--- src/rtl/uart_tx_serializer.sv ---
// uart_tx_serializer: byte FIFO feeding an async-frame serialiser with fractional baud divisor,
// reporting FIFO level/full/empty, busy and overrun status.
module uart_tx_serializer #(
    parameter int DEPTH = 16,
    parameter int DEPTH_LOG2 = 4
) (
    input  logic                  CLOCK,
    input  logic                  RESETn,
    input  logic [7:0]            DATA_IN,
    input  logic                  DATA_STROBE,
    input  logic [15:0]           IBRD,
    input  logic [5:0]            FBRD,
    input  logic [1:0]            WLEN,
    input  logic                  PEN,
    input  logic                  EPS,
    input  logic                  STP2,
    input  logic                  UARTEN,
    input  logic                  TXE,
    output logic                  TXD,
    output logic                  TXFF,
    output logic                  TXFE,
    output logic                  BUSY,
    output logic                  OVERRUN,
    output logic [DEPTH_LOG2:0]   LEVEL
);
    typedef enum logic [2:0] {IDLE, START, DATA, PARITY, STOP} state_t;
    localparam logic [DEPTH_LOG2:0] FULL_LEVEL = (DEPTH_LOG2 + 1)'(DEPTH);

    state_t state, stateNext;
    logic [7:0] mem [DEPTH];
    logic [DEPTH_LOG2-1:0] wrPtr, rdPtr;
    logic [DEPTH_LOG2:0] level;
    logic [7:0] txData, dataMask;
    logic [1:0] wlen;
    logic pen, eps, stp2;
    logic [15:0] pInt, reloadP;
    logic [5:0] fDiv, acc;
    logic [6:0] accSum;
    logic [16:0] cnt;
    logic [4:0] tickCnt;
    logic [2:0] bitIdx, lastIdx;
    logic txd, txdNext, tick, bitEnd, pop, push, full, parityBit;

    assign full = level == FULL_LEVEL;
    assign push = DATA_STROBE && !full;
    assign tick = state != IDLE && cnt == 17'd1;
    assign bitEnd = tick && tickCnt == ((state == STOP && stp2) ? 5'd31 : 5'd15);
    // A new frame may start from IDLE or on the very edge the previous stop bit ends.
    assign pop = level != '0 && UARTEN && TXE && IBRD != '0 && (state == IDLE || (state == STOP && bitEnd));
    assign accSum = {1'b0, acc} + {1'b0, pop ? FBRD : fDiv};
    assign reloadP = pop ? IBRD : pInt;
    assign dataMask = 8'hFF >> (2'd3 - wlen);
    assign lastIdx = {1'b0, wlen} + 3'd4;
    assign parityBit = (^(txData & dataMask)) ^ ~eps;

    always_comb begin
        stateNext = state;
        txdNext = txd;
        case (state)
            IDLE: begin
                stateNext = pop ? START : IDLE;
                txdNext = !pop;
            end
            START: if (bitEnd) begin
                stateNext = DATA;
                txdNext = txData[0];
            end
            DATA: if (bitEnd) begin
                if (bitIdx == lastIdx) begin
                    stateNext = pen ? PARITY : STOP;
                    txdNext = pen ? parityBit : 1'b1;
                end else begin
                    txdNext = txData[bitIdx + 3'd1];
                end
            end
            PARITY: if (bitEnd) begin
                stateNext = STOP;
                txdNext = 1'b1;
            end
            STOP: if (bitEnd) begin
                stateNext = pop ? START : IDLE;
                txdNext = !pop;
            end
            default: begin
                stateNext = IDLE;
                txdNext = 1'b1;
            end
        endcase
    end

    always_ff @(posedge CLOCK) begin
        if (push) mem[wrPtr] <= DATA_IN;
    end

    always_ff @(posedge CLOCK) begin
        if (!RESETn) begin
            state <= IDLE;
            txd <= 1'b1;
            OVERRUN <= 1'b0;
            level <= '0;
            wrPtr <= '0;
            rdPtr <= '0;
            acc <= '0;
            cnt <= '0;
            tickCnt <= '0;
            bitIdx <= '0;
            txData <= '0;
            wlen <= '0;
            pen <= 1'b0;
            eps <= 1'b0;
            stp2 <= 1'b0;
            pInt <= '0;
            fDiv <= '0;
        end else begin
            state <= stateNext;
            txd <= txdNext;
            OVERRUN <= DATA_STROBE && full;
            level <= level + (DEPTH_LOG2 + 1)'(push) - (DEPTH_LOG2 + 1)'(pop);
            if (push) wrPtr <= wrPtr + 1'b1;
            if (pop) rdPtr <= rdPtr + 1'b1;
            if (pop || tick) begin
                acc <= accSum[5:0];
                cnt <= {1'b0, reloadP} + 17'(accSum[6]);
            end else if (state != IDLE) begin
                cnt <= cnt - 17'd1;
            end
            if (pop) begin
                txData <= mem[rdPtr];
                wlen <= WLEN;
                pen <= PEN;
                eps <= EPS;
                stp2 <= STP2;
                pInt <= IBRD;
                fDiv <= FBRD;
                tickCnt <= '0;
                bitIdx <= '0;
            end else if (tick) begin
                tickCnt <= bitEnd ? 5'd0 : tickCnt + 5'd1;
                if (bitEnd && state == DATA) bitIdx <= bitIdx + 3'd1;
            end
        end
    end

    assign TXD = txd;
    assign TXFF = full;
    assign TXFE = level == '0;
    assign BUSY = state != IDLE || level != '0;
    assign LEVEL = level;
endmodule

--- config.mk ---
export PLATFORM = sky130hd
export DESIGN_NAME = uart_tx_serializer
export DESIGN_NICKNAME = d
export VERILOG_FILES = /design/src/rtl/uart_tx_serializer.sv
export SDC_FILE = /design/constraint.sdc
export NUM_CORES = 1
export LEC_CHECK = 0
export ABC_AREA = 1
export CAP_MARGIN = 25
export CORE_MARGIN = 10
export CORE_UTILIZATION = 38
export DETAILED_ROUTE_END_ITERATION = 7
export MAX_ROUTING_LAYER = met4
export PLACE_DENSITY_LB_ADDON = 0.25
export SLEW_MARGIN = 15
export SYNTH_ARGS = -nofsm -noshare
export SYNTH_HDL_FRONTEND = slang
export SYNTH_SLANG_ARGS = --single-unit
export TNS_END_PERCENT = 100
--- constraint.sdc ---
create_clock -name CLOCK -period 6.14 [get_ports CLOCK]
set_input_delay 1.228 -clock CLOCK [delete_from_list [all_inputs] [get_ports CLOCK]]
set_output_delay 1.228 -clock CLOCK [all_outputs]
set_load 0.02 [all_outputs]
==> flow_metrics.env, run 1 <==
export IMPL_grt_pass1_vias=7406
export IMPL_num_antenna_cells=0
export IMPL_port_buffer_count=49
export IMPL_placed_cell_area_mm2=0.0109
export IMPL_report_final_hold_viol_count=0
export IMPL_finalWeightedCongestion=0.876
export IMPL_end_kind="flop"
export IMPL_yosys_area_top_type="edfxtp_1"
export IMPL_detail_route_vias_per_cell=5.11
export IMPL_post_route_drc_count=0
export IMPL_syn_cell_area_mm2=0.0102
export IMPL_path_class="primary input to flop"
export IMPL_proportion_of_register_bits_with_asynchronous_set_or_reset_after_synthesis_pct=0
export IMPL_setup_slack_ns=1.64
export IMPL_final_antenna_net_count=0
export IMPL_maxSlewHeadroom_pct=41.5
export IMPL_grt_setup_unrepaired="false"
export IMPL_cpMaxStageDelayCell="clkdlybuf4s50_1"
export IMPL_placementRows=59
export IMPL_clock_insertion_delay_worst_skew_ns=0.54
export IMPL_final_period_utilization_pct=73.2
export IMPL_dp_hpwl_mm=16.1
export IMPL_detail_route_wirelength_mm=24.9
export IMPL_netlist_area_leader_share_pct=37.9
export IMPL_netlist_top_cells_area="edfxtp_1, dfxtp_1, o21ai_0"
export IMPL_setup_violations=0
export IMPL_power_static_leakage_nw=4.47
export IMPL_clkSlewWorstSetupHoldPaths_ns=0.06
export IMPL_netlist_instances=1142
export IMPL_grt_total_usage_pct=15.1
export IMPL_cts_resized_gates=0
export IMPL_run_status="complete, no violations"
export IMPL_tritoncts_clock_tree="done"
export IMPL_chip_height_um=183
export IMPL_ys_warn_count=0
export IMPL_dr_first_iter_drc_count=482
export IMPL_cp_data_required_time_ns=6.55
export IMPL_die_w_um=183
export IMPL_timing_critical_path_cells="clkdlybuf4s50_1 -> inv_1 -> nand4_1 -> nor2_1 -> a21oi_1 -> nand2_2 -> nand2_1 -> o21ai_1 -> ha_1 -> fa_1 -> a21o_1 -> a21oi_1 -> o21ai_0 -> a21o_1 -> ha_1 -> ha_1 -> nand2_1 -> nor2_4 -> nand2_2 -> nor2_2 -> nand3_1 -> nand3_1 -> nand2_1 -> inv_1"
export IMPL_via_count=7796
export IMPL_post_cts_repair_setup_buffers=0
export IMPL_maxSlewViolCount=0
export IMPL_antenna_found_initial=0
export IMPL_fin_crit_ns=4.50
export IMPL_clk_path_buf_depth=3
export IMPL_post_synth_num_cell_types=47
export IMPL_area_growth_syn_to_layout_pct=15.5
export IMPL_detail_route_wl_per_cell_um=16.3
export IMPL_die_area_mm2=0.0337
export IMPL_fin_setup_tns_ns=0
export IMPL_finClkSkew_ns=0.0297
export IMPL_ir_drop_mv=0.217
export IMPL_clk_root_buffer_cell="clkbuf_16"
export IMPL_maxClockFrequency_ghz=0.222
export IMPL_worst_slew_pin_slew_ns=0.874
export IMPL_syn_num_nets=1208
export IMPL_design_final_nets=1240
export IMPL_post_cts_hold_buffer_count=0
export IMPL_drv_cap=0
export IMPL_clock_sinks=212
export IMPL_grt_first_pass_wirelength_mm=40.2
export IMPL_synth_seq_area_share_pct=54.4
export IMPL_start_kind="primary input"
export IMPL_min_path_type="flop to flop"
export IMPL_worstPathArrival_ns=4.91
export IMPL_grt_start_max_net_pins=68
export IMPL_critical_path_max_fanout=17
export IMPL_power_density_mw_per_mm2=416
export IMPL_slowest_delay_ns=0.49
export IMPL_globalRoute_totalOverflow=0
export IMPL_core_outline_area_mm2=0.0262
export IMPL_number_of_buffers_created_by_cts=24
export IMPL_drive_gt1_share_pct=8.14
export IMPL_firstDrtPassIters=5
export IMPL_final_standard_cell_area_without_fillers_mm2=0.0117
export IMPL_synth_enable_flop_cells=128
export IMPL_final_hold_slack_ns=0.476
export IMPL_primary_flip_flop_cell_chosen_by_synthesis_mapping="edfxtp_1"
export IMPL_post_place_ws_ns=1.16
export IMPL_synth_most_common_cell="nor2_1"
export IMPL_synth_top_cells_by_count="nor2_1, o21ai_0, nand2_1, edfxtp_1, inv_1"
export IMPL_post_synth_cell_area_avg_um2=8.89
export IMPL_cts_htree_levels=1
export IMPL_ios=50
export IMPL_yosys_register_bits=212
export IMPL_start_util_pct=38.7
[final timing paths]
kind	start	to	slack [ns]	cells after the start
max reg2reg	cnt[1]$_SDFFE_PN0P_	cnt[16]$_SDFFE_PN0P_	1.79	27
max	IBRD[8]	cnt[16]$_SDFFE_PN0P_	1.64	24
min	txData[3]$_SDFFE_PN0N_	txData[3]$_SDFFE_PN0N_	0.48	2
min reg2reg	txData[3]$_SDFFE_PN0N_	txData[3]$_SDFFE_PN0N_	0.48	2
[worst max-delay path: cells and delay by family]
family	cells	cell delay, ns
buffers and inverters	3	0.59
and+or+nand+nor	11	1.11
AOI/OAI and AO/OA	6	0.94
adders and majority gates	4	1.02
[sequential cells by signal, indices dropped and copies added (netlist names), 2 cells and up]
signal	cells
mem	128
cnt	17
pInt	16
txData	8
acc	6
fDiv	6
LEVEL	5
tickCnt	5
rdPtr	4
wrPtr	4
bitIdx	3
state	3
wlen	2
[logic make-up after synthesis]
family                     share of synthesized area, %
AOI/OAI and AO/OA                                  14.1
xor gates and xnor gates                           1.98
adders and majority gates                          3.35
buffers and inverters                              6.73
DFF                                                54.4
and+or+nand+nor                                    19.4
[placed cells by master (no fill, tap or decap), types with 7 or more instances in the layout]
master	n
o22ai_1	39
nand2_1	137
clkdlybuf4s50_1	49
o21ai_1	14
nor2_1	185
edfxtp_1	128
nand4_1	12
buf_4	7
nand2_2	14
clkbuf_16	24
a21oi_1	54
dfxtp_1	83
nor2_4	7
nand3_1	56
xor2_1	17
inv_1	107
inv_2	10
o21ai_0	142
nor3_1	9
ha_1	24
[metrics by stage]
step,utilization [%],total power [mW],instances
final,44.7,4.87,1527
after detailed placement,41.5,3.44,1482
after global routing,44.7,5.22,1527
after CTS,44.6,4.90,1526
after floorplan,-,3.00,1142
after global placement,41.5,3.43,1482
[layout make-up]
class,instances,area (um^2)
Clock buffer,34,678
Clock inverter,10,133
Fill cell,2577,14500
Inverter,121,454
Multi-Input combinational cell,758,3950
Sequential cell,212,5530
Tap cell,335,419
Timing Repair Buffer,57,571
[power breakdown]
group | leakage, nW | switching [mW] | internal, mW
Clock | 0.387 | 0.588 | 0.860
Sequential | 1.84 | 0.112 | 1.67
Combinational | 2.24 | 1.08 | 0.562
[routing by layer]
metal / share of wire (%) / vias up / wire [um] / global-route usage [%]
li1: - / 3923 / - / -
met1: 48 / 3683 / 12100 / 20.4
met3: 5.4 / 25 / 1360 / 2.77
met5: 0 / - / 0 / -
met2: 45 / 165 / 11200 / 23.0
met4: 1.4 / 0 / 358 / 3.61
Note: power is estimated with default switching activity, not from simulation.
==> run 2: changes to the inputs <==
- clock period: 6.14 -> 3.8 ns (I/O delays scaled with it)
==> run 2 against run 1 <==
- worst hold slack lost 0.0057 ns
- die area is the same
- via count grew 1.5%
- non-clock buffer count grew 49
- combinational power grew 70%
- sequential share of layout area shrank 1.8 points
- clock power grew 69%
- first-iteration DRC count grew 23%
- cell count grew 3.3%
- register-to-register slack lost 1.5 ns
==> flow_metrics.env, run 2 (synthesized netlist as in run 1, its figures left out) <==
export IMPL_run_status="complete, no violations"
export IMPL_port_buffer_count=49
export IMPL_core_outline_area_mm2=0.0262
export IMPL_grt_pass1_vias=7756
export IMPL_clk_root_buffer_cell="clkbuf_16"
export IMPL_clkSlewWorstSetupHoldPaths_ns=0.06
export IMPL_mostFrequentLayoutCells="nor2_1, o21ai_0, nand2_1"
export IMPL_maxSlewHeadroom_pct=44.0
export IMPL_placed_cell_area_mm2=0.0112
export IMPL_min_path_type="flop to flop"
export IMPL_final_util_pct=46.6
export IMPL_layout_top_registers="mem (128), cnt (17), pInt (16)"
export IMPL_report_final_hold_viol_count=0
export IMPL_largest_reg_flops=128
export IMPL_detail_route_wirelength_mm=25.0
export IMPL_final_standard_cell_area_without_fillers_mm2=0.0122
export IMPL_drive_gt1_share_pct=13.7
export IMPL_antenna_found_initial=0
export IMPL_cts_htree_levels=1
export IMPL_setup_slack_ns=0.247
export IMPL_layoutNonFillerInstCount=1578
export IMPL_dr_first_iter_drc_count=592
export IMPL_placementRows=59
export IMPL_num_antenna_cells=0
export IMPL_drv_cap=0
export IMPL_die_area_mm2=0.0337
export IMPL_number_of_buffers_created_by_cts=25
export IMPL_max_flop_register="mem"
export IMPL_design_final_nets=1290
export IMPL_mostFrequentLayoutCell="nor2_1"
export IMPL_ir_drop_mv=0.313
export IMPL_maxClockFrequency_ghz=0.281
export IMPL_final_period_utilization_pct=93.5
export IMPL_post_cts_hold_buffer_count=0
export IMPL_maxSlewViolCount=0
export IMPL_clk_path_buf_depth=3
export IMPL_start_kind="flop"
export IMPL_globalRoute_totalOverflow=0
export IMPL_finalPower_mw=8.13
export IMPL_cpMostUsedCell="nand2_4"
export IMPL_area_growth_syn_to_layout_pct=20.1
export IMPL_final_hold_slack_ns=0.470
export IMPL_firstDrtPassIters=5
export IMPL_grt_start_max_net_pins=66
export IMPL_worst_slew_pin_slew_ns=0.837
export IMPL_start_util_pct=38.7
export IMPL_cpMaxStageDelayCell="fa_2"
export IMPL_finClkSkew_ns=0.0199
export IMPL_critical_path_max_fanout=6
export IMPL_grt_total_usage_pct=15.2
export IMPL_grt_first_pass_wirelength_mm=40.9
export IMPL_placed_cells_incl_taps=1526
export IMPL_via_count=7914
export IMPL_worstPathArrival_ns=3.97
export IMPL_cp_data_required_time_ns=4.21
export IMPL_detail_route_vias_per_cell=5.02
export IMPL_final_antenna_net_count=0
export IMPL_tritoncts_clock_tree="done"
export IMPL_detail_route_wl_per_cell_um=15.9
export IMPL_clock_insertion_delay_worst_skew_ns=0.54
export IMPL_finalWeightedCongestion=0.885
export IMPL_dp_hpwl_mm=16.8
export IMPL_chip_height_um=183
export IMPL_fin_setup_tns_ns=0
export IMPL_post_place_ws_ns=-0.342
export IMPL_slowest_delay_ns=0.34
export IMPL_die_w_um=183
export IMPL_power_density_mw_per_mm2=667
export IMPL_fin_crit_ns=3.55
export IMPL_end_kind="flop"
export IMPL_power_static_leakage_nw=4.75
export IMPL_ios=50
export IMPL_path_class="flop to flop"
export IMPL_clock_sinks=212
export IMPL_setup_violations=0
export IMPL_post_route_drc_count=0
[run 2: cell types whose count changed in the layout (fill, tap and decap cells not counted), sizes merged]
cell and delta:
buf +49, clkinvlp -2, inv +4
[run 2: layout make-up]
type                    count  area, um^2
fillers                  2495       14000
repair buffers            106         918
well taps                 335         419
clock inverters            12         140
flip-flops and latches    212        5530
inverters                 121         454
clock buffers              34         711
multi-input cells         758        4030
[run 2: path summary, 6_finish.rpt]
| check | startpoint | end | slack (ns) | cells past startpoint |
|---|---|---|---|---|
| max reg2reg | cnt[1]$_SDFFE_PN0P_ | cnt[14]$_SDFFE_PN0P_ | 0.25 | 25 |
| min reg2reg | pInt[1]$_SDFF_PN0_ | pInt[1]$_SDFF_PN0_ | 0.47 | 2 |
| max | cnt[1]$_SDFFE_PN0P_ | cnt[14]$_SDFFE_PN0P_ | 0.25 | 25 |
| min | pInt[1]$_SDFF_PN0_ | pInt[1]$_SDFF_PN0_ | 0.47 | 2 |
[run 2: what timing repair did]
item,CTS,global route
endpoints found under the setup margin,0,16
resized for setup,0,25
setup buffers,0,6
[run 2: critical path: cells and delay by family (launching register included)]
kind | cells | cell delay (ns)
AOI/OAI and AO/OA | 6 | 0.78
adders and majority gates | 5 | 1.04
buffers and inverters | 1 | 0.06
DFF | 1 | 0.33
and+or+nand+nor | 13 | 1.22
[run 2: metal layers]
metal	vias to the layer above	part of all wire (%)	GRT usage (%)
met5	-	0	-
met4	0	1.8	3.54
met3	38	4.9	2.49
met2	139	45	23.5
met1	3704	49	20.6
li1	4033	-	-
[run 2: power breakdown]
group	switching, mW	internal (mW)	total (mW)
Combinational	1.76	1.02	2.78
Sequential	0.201	2.71	2.91
Clock	0.982	1.46	2.45
Total	2.94	5.19	8.13
==> run 3: changes to the inputs <==
==> constraint.sdc (replaced) <==
create_clock -name CLOCK -period 3.8 [get_ports CLOCK]
set_input_delay 1.14 -clock CLOCK [delete_from_list [all_inputs] [get_ports CLOCK]]
set_output_delay 1.14 -clock CLOCK [all_outputs]
set_load 0.02 [all_outputs]
==> run 3 against run 2 <==
- setup slack worse by 0.11 ns
- clock power is 9.8% lower
- sequential power hardly changed
- register-to-register slack worse by 0.07 ns
- critical path type is now primary input to flop
- largest power group is now combinational cells
- highest routed layer unchanged
==> flow_metrics.env, run 3 (synthesized netlist as in run 1, its figures left out) <==
export IMPL_largest_reg_flops=128
export IMPL_port_buffer_count=49
export IMPL_num_antenna_cells=0
export IMPL_mostFrequentLayoutCell="nor2_1"
export IMPL_final_hold_slack_ns=0.477
export IMPL_maxClockFrequency_ghz=0.273
export IMPL_placed_cell_area_mm2=0.0114
export IMPL_detail_route_wirelength_mm=25.6
export IMPL_cpMaxStageDelayCell="fa_2"
export IMPL_internal_power_mw=5.10
export IMPL_detail_route_wl_per_cell_um=15.9
export IMPL_critical_path_max_fanout=6
export IMPL_worst_slew_pin_slew_ns=0.970
export IMPL_worstPathArrival_ns=4.08
export IMPL_clk_path_buf_depth=3
export IMPL_drive_gt1_share_pct=18.3
export IMPL_min_path_type="flop to flop"
export IMPL_tritoncts_clock_tree="done"
export IMPL_sequentialPowerShare_pct=36.0
export IMPL_grt_use_met3_pct=2.39
export IMPL_post_route_drc_count=0
export IMPL_placementRows=59
export IMPL_layout_top_registers="mem (128), cnt (17), pInt (16)"
export IMPL_global_route_peak_usage_layer="met2"
export IMPL_start_util_pct=38.7
export IMPL_end_kind="flop"
export IMPL_fin_crit_ns=3.66
export IMPL_firstDrtPassIters=6
export IMPL_path_class="primary input to flop"
export IMPL_report_final_hold_viol_count=0
export IMPL_finClkSkew_ns=0.0100
export IMPL_layoutNonFillerInstCount=1606
export IMPL_clk_root_buffer_cell="clkbuf_16"
export IMPL_post_place_ws_ns=-0.588
export IMPL_start_kind="primary input"
export IMPL_die_w_um=183
export IMPL_timing_critical_path_cells="clkdlybuf4s15_1 -> and3_4 -> nand2_4 -> a21oi_4 -> nand2_8 -> nand2_4 -> o21ai_4 -> ha_4 -> fa_2 -> a21o_1 -> a21oi_2 -> o21ai_1 -> a21o_1 -> ha_2 -> ha_4 -> nand2_4 -> nor2_4 -> nand2_2 -> nor2_4 -> nand3_2 -> nand3_2 -> nand2_1 -> inv_1"
export IMPL_power_density_mw_per_mm2=651
export IMPL_cts_htree_levels=1
export IMPL_maxSlewViolCount=0
export IMPL_final_standard_cell_area_without_fillers_mm2=0.0124
export IMPL_fill_cells=2477
export IMPL_final_util_pct=47.4
export IMPL_grt_start_max_net_pins=67
export IMPL_power_share_switching_pct=37.0
export IMPL_maxSlewHeadroom_pct=35.2
export IMPL_design_final_nets=1319
export IMPL_setup_slack_ns=0.139
export IMPL_clock_sinks=212
export IMPL_p_comb_share_pct=36.7
export IMPL_dp_hpwl_mm=17.1
export IMPL_max_flop_register="mem"
export IMPL_grt_pass1_vias=7777
export IMPL_ir_drop_mv=0.397
export IMPL_run_status="complete, no violations"
export IMPL_core_outline_area_mm2=0.0262
export IMPL_placed_cells_incl_taps=1547
export IMPL_p_switching_mw=2.99
export IMPL_clkSlewWorstSetupHoldPaths_ns=0.06
export IMPL_mostFrequentLayoutCells="nor2_1, o21ai_0, nand2_1"
export IMPL_final_period_utilization_pct=96.3
export IMPL_detail_route_vias_per_cell=5.04
export IMPL_final_antenna_net_count=0
export IMPL_antenna_found_initial=0
export IMPL_setup_violations=0
export IMPL_finalWeightedCongestion=0.925
export IMPL_clock_insertion_delay_worst_skew_ns=0.52
export IMPL_dr_first_iter_drc_count=536
export IMPL_chip_height_um=183
export IMPL_critical_path_top_delay_family="adder cells"
export IMPL_power_clock_fraction_pct=27.3
export IMPL_drv_cap=0
export IMPL_grt_total_usage_pct=15.6
export IMPL_via_count=8101
export IMPL_cpMostUsedCell="nand2_4"
export IMPL_ios=50
export IMPL_globalRoute_totalOverflow=0
export IMPL_critPathBufInv=2
export IMPL_grt_util_met1_pct=20.7
export IMPL_power_static_leakage_nw=4.91
export IMPL_grt_first_pass_wirelength_mm=41.3
export IMPL_die_area_mm2=0.0337
export IMPL_area_growth_syn_to_layout_pct=22.4
export IMPL_slowest_delay_ns=0.38
export IMPL_cp_data_required_time_ns=4.22
export IMPL_grt_util_met2_pct=24.3
export IMPL_number_of_buffers_created_by_cts=25
[run 3: cell types whose count changed in the layout (fill, tap and decap cells not counted), sizes merged]
cell and change:
buf +29, clkdlybuf4s50 -18, clkbuf +9, dlymetal6s2s +5, clkdlybuf4s15 +4, clkinv +4
inv -3, bufinv -2
[run 3: metrics by stage]
stage | power [mW] | TNS [ns]
finish | 8.09 | 0
global route | 8.65 | -0.0558
CTS | 8.06 | -0.00119
detailed placement | 5.79 | -9.21
global placement | 5.77 | -8.38
floorplan | 4.86 | -1.65
[run 3: per-layer routing]
metal  vias to the layer above  share of wire, %
met1                      3808                48
li1                       4100                 -
met2                       156                45
met4                         0               2.1
met3                        37               4.8
met5                         -                 0
[run 3: final cells by class]
type                            count  area, um^2  area share, %
Inverter                          121         454           3.65
Timing Repair Buffer              135        1100           8.88
Multi-Input combinational cell    758        4160           33.5
Tap cell                          335         419           3.37
Clock buffer                       34         699           5.63
Clock inverter                     11        62.6          0.503
Sequential cell                   212        5530           44.5
[run 3: repair_timing]
action / CTS / global route
setup buffers: 8 / 6
hold buffers: 0 / 0
gates resized for setup: 26 / 70
pin swaps: 7 / 32
endpoints found under the setup margin: 9 / 17
[run 3: final timing paths]
path | from | cells past startpoint | slack (ns) | to
setup / recovery | UARTEN | 23 | 0.14 | cnt[16]$_SDFFE_PN0P_
hold reg to reg | txData[5]$_SDFFE_PN0N_ | 2 | 0.48 | txData[5]$_SDFFE_PN0N_
setup reg to reg | LEVEL[2]$_SDFF_PN0_ | 24 | 0.18 | cnt[16]$_SDFFE_PN0P_
hold / removal | txData[5]$_SDFFE_PN0N_ | 2 | 0.48 | txData[5]$_SDFFE_PN0N_
[run 3: power by group through the flow]
stage          combinational, mW  clock [mW]  sequential (mW)
6_report                    2.97        2.21             2.91
4_1_cts                     2.90        2.26             2.90
5_1_grt                     3.35        2.36             2.94
3_5_place_dp                2.84           0             2.94
3_3_place_gp                2.82           0             2.94
2_1_floorplan               1.93           0             2.93
[run 3: worst reg2reg max path, stage by stage (launching register included)]
cell and delay (ns):
dfxtp_1 0.37, inv_1 0.08, ha_1 0.24, nand4_1 0.21, nand2_4 0.08, a21oi_4 0.19, nand2_8 0.11, nand2_4 0.10
o21ai_4 0.06, ha_4 0.16, fa_2 0.38, a21o_1 0.19, a21oi_2 0.17, o21ai_1 0.09, a21o_1 0.21, ha_2 0.20
ha_4 0.18, nand2_4 0.08, nor2_4 0.05, nand2_2 0.09, nor2_4 0.05, nand3_2 0.06, nand3_2 0.07, nand2_1 0.06
inv_1 0.03
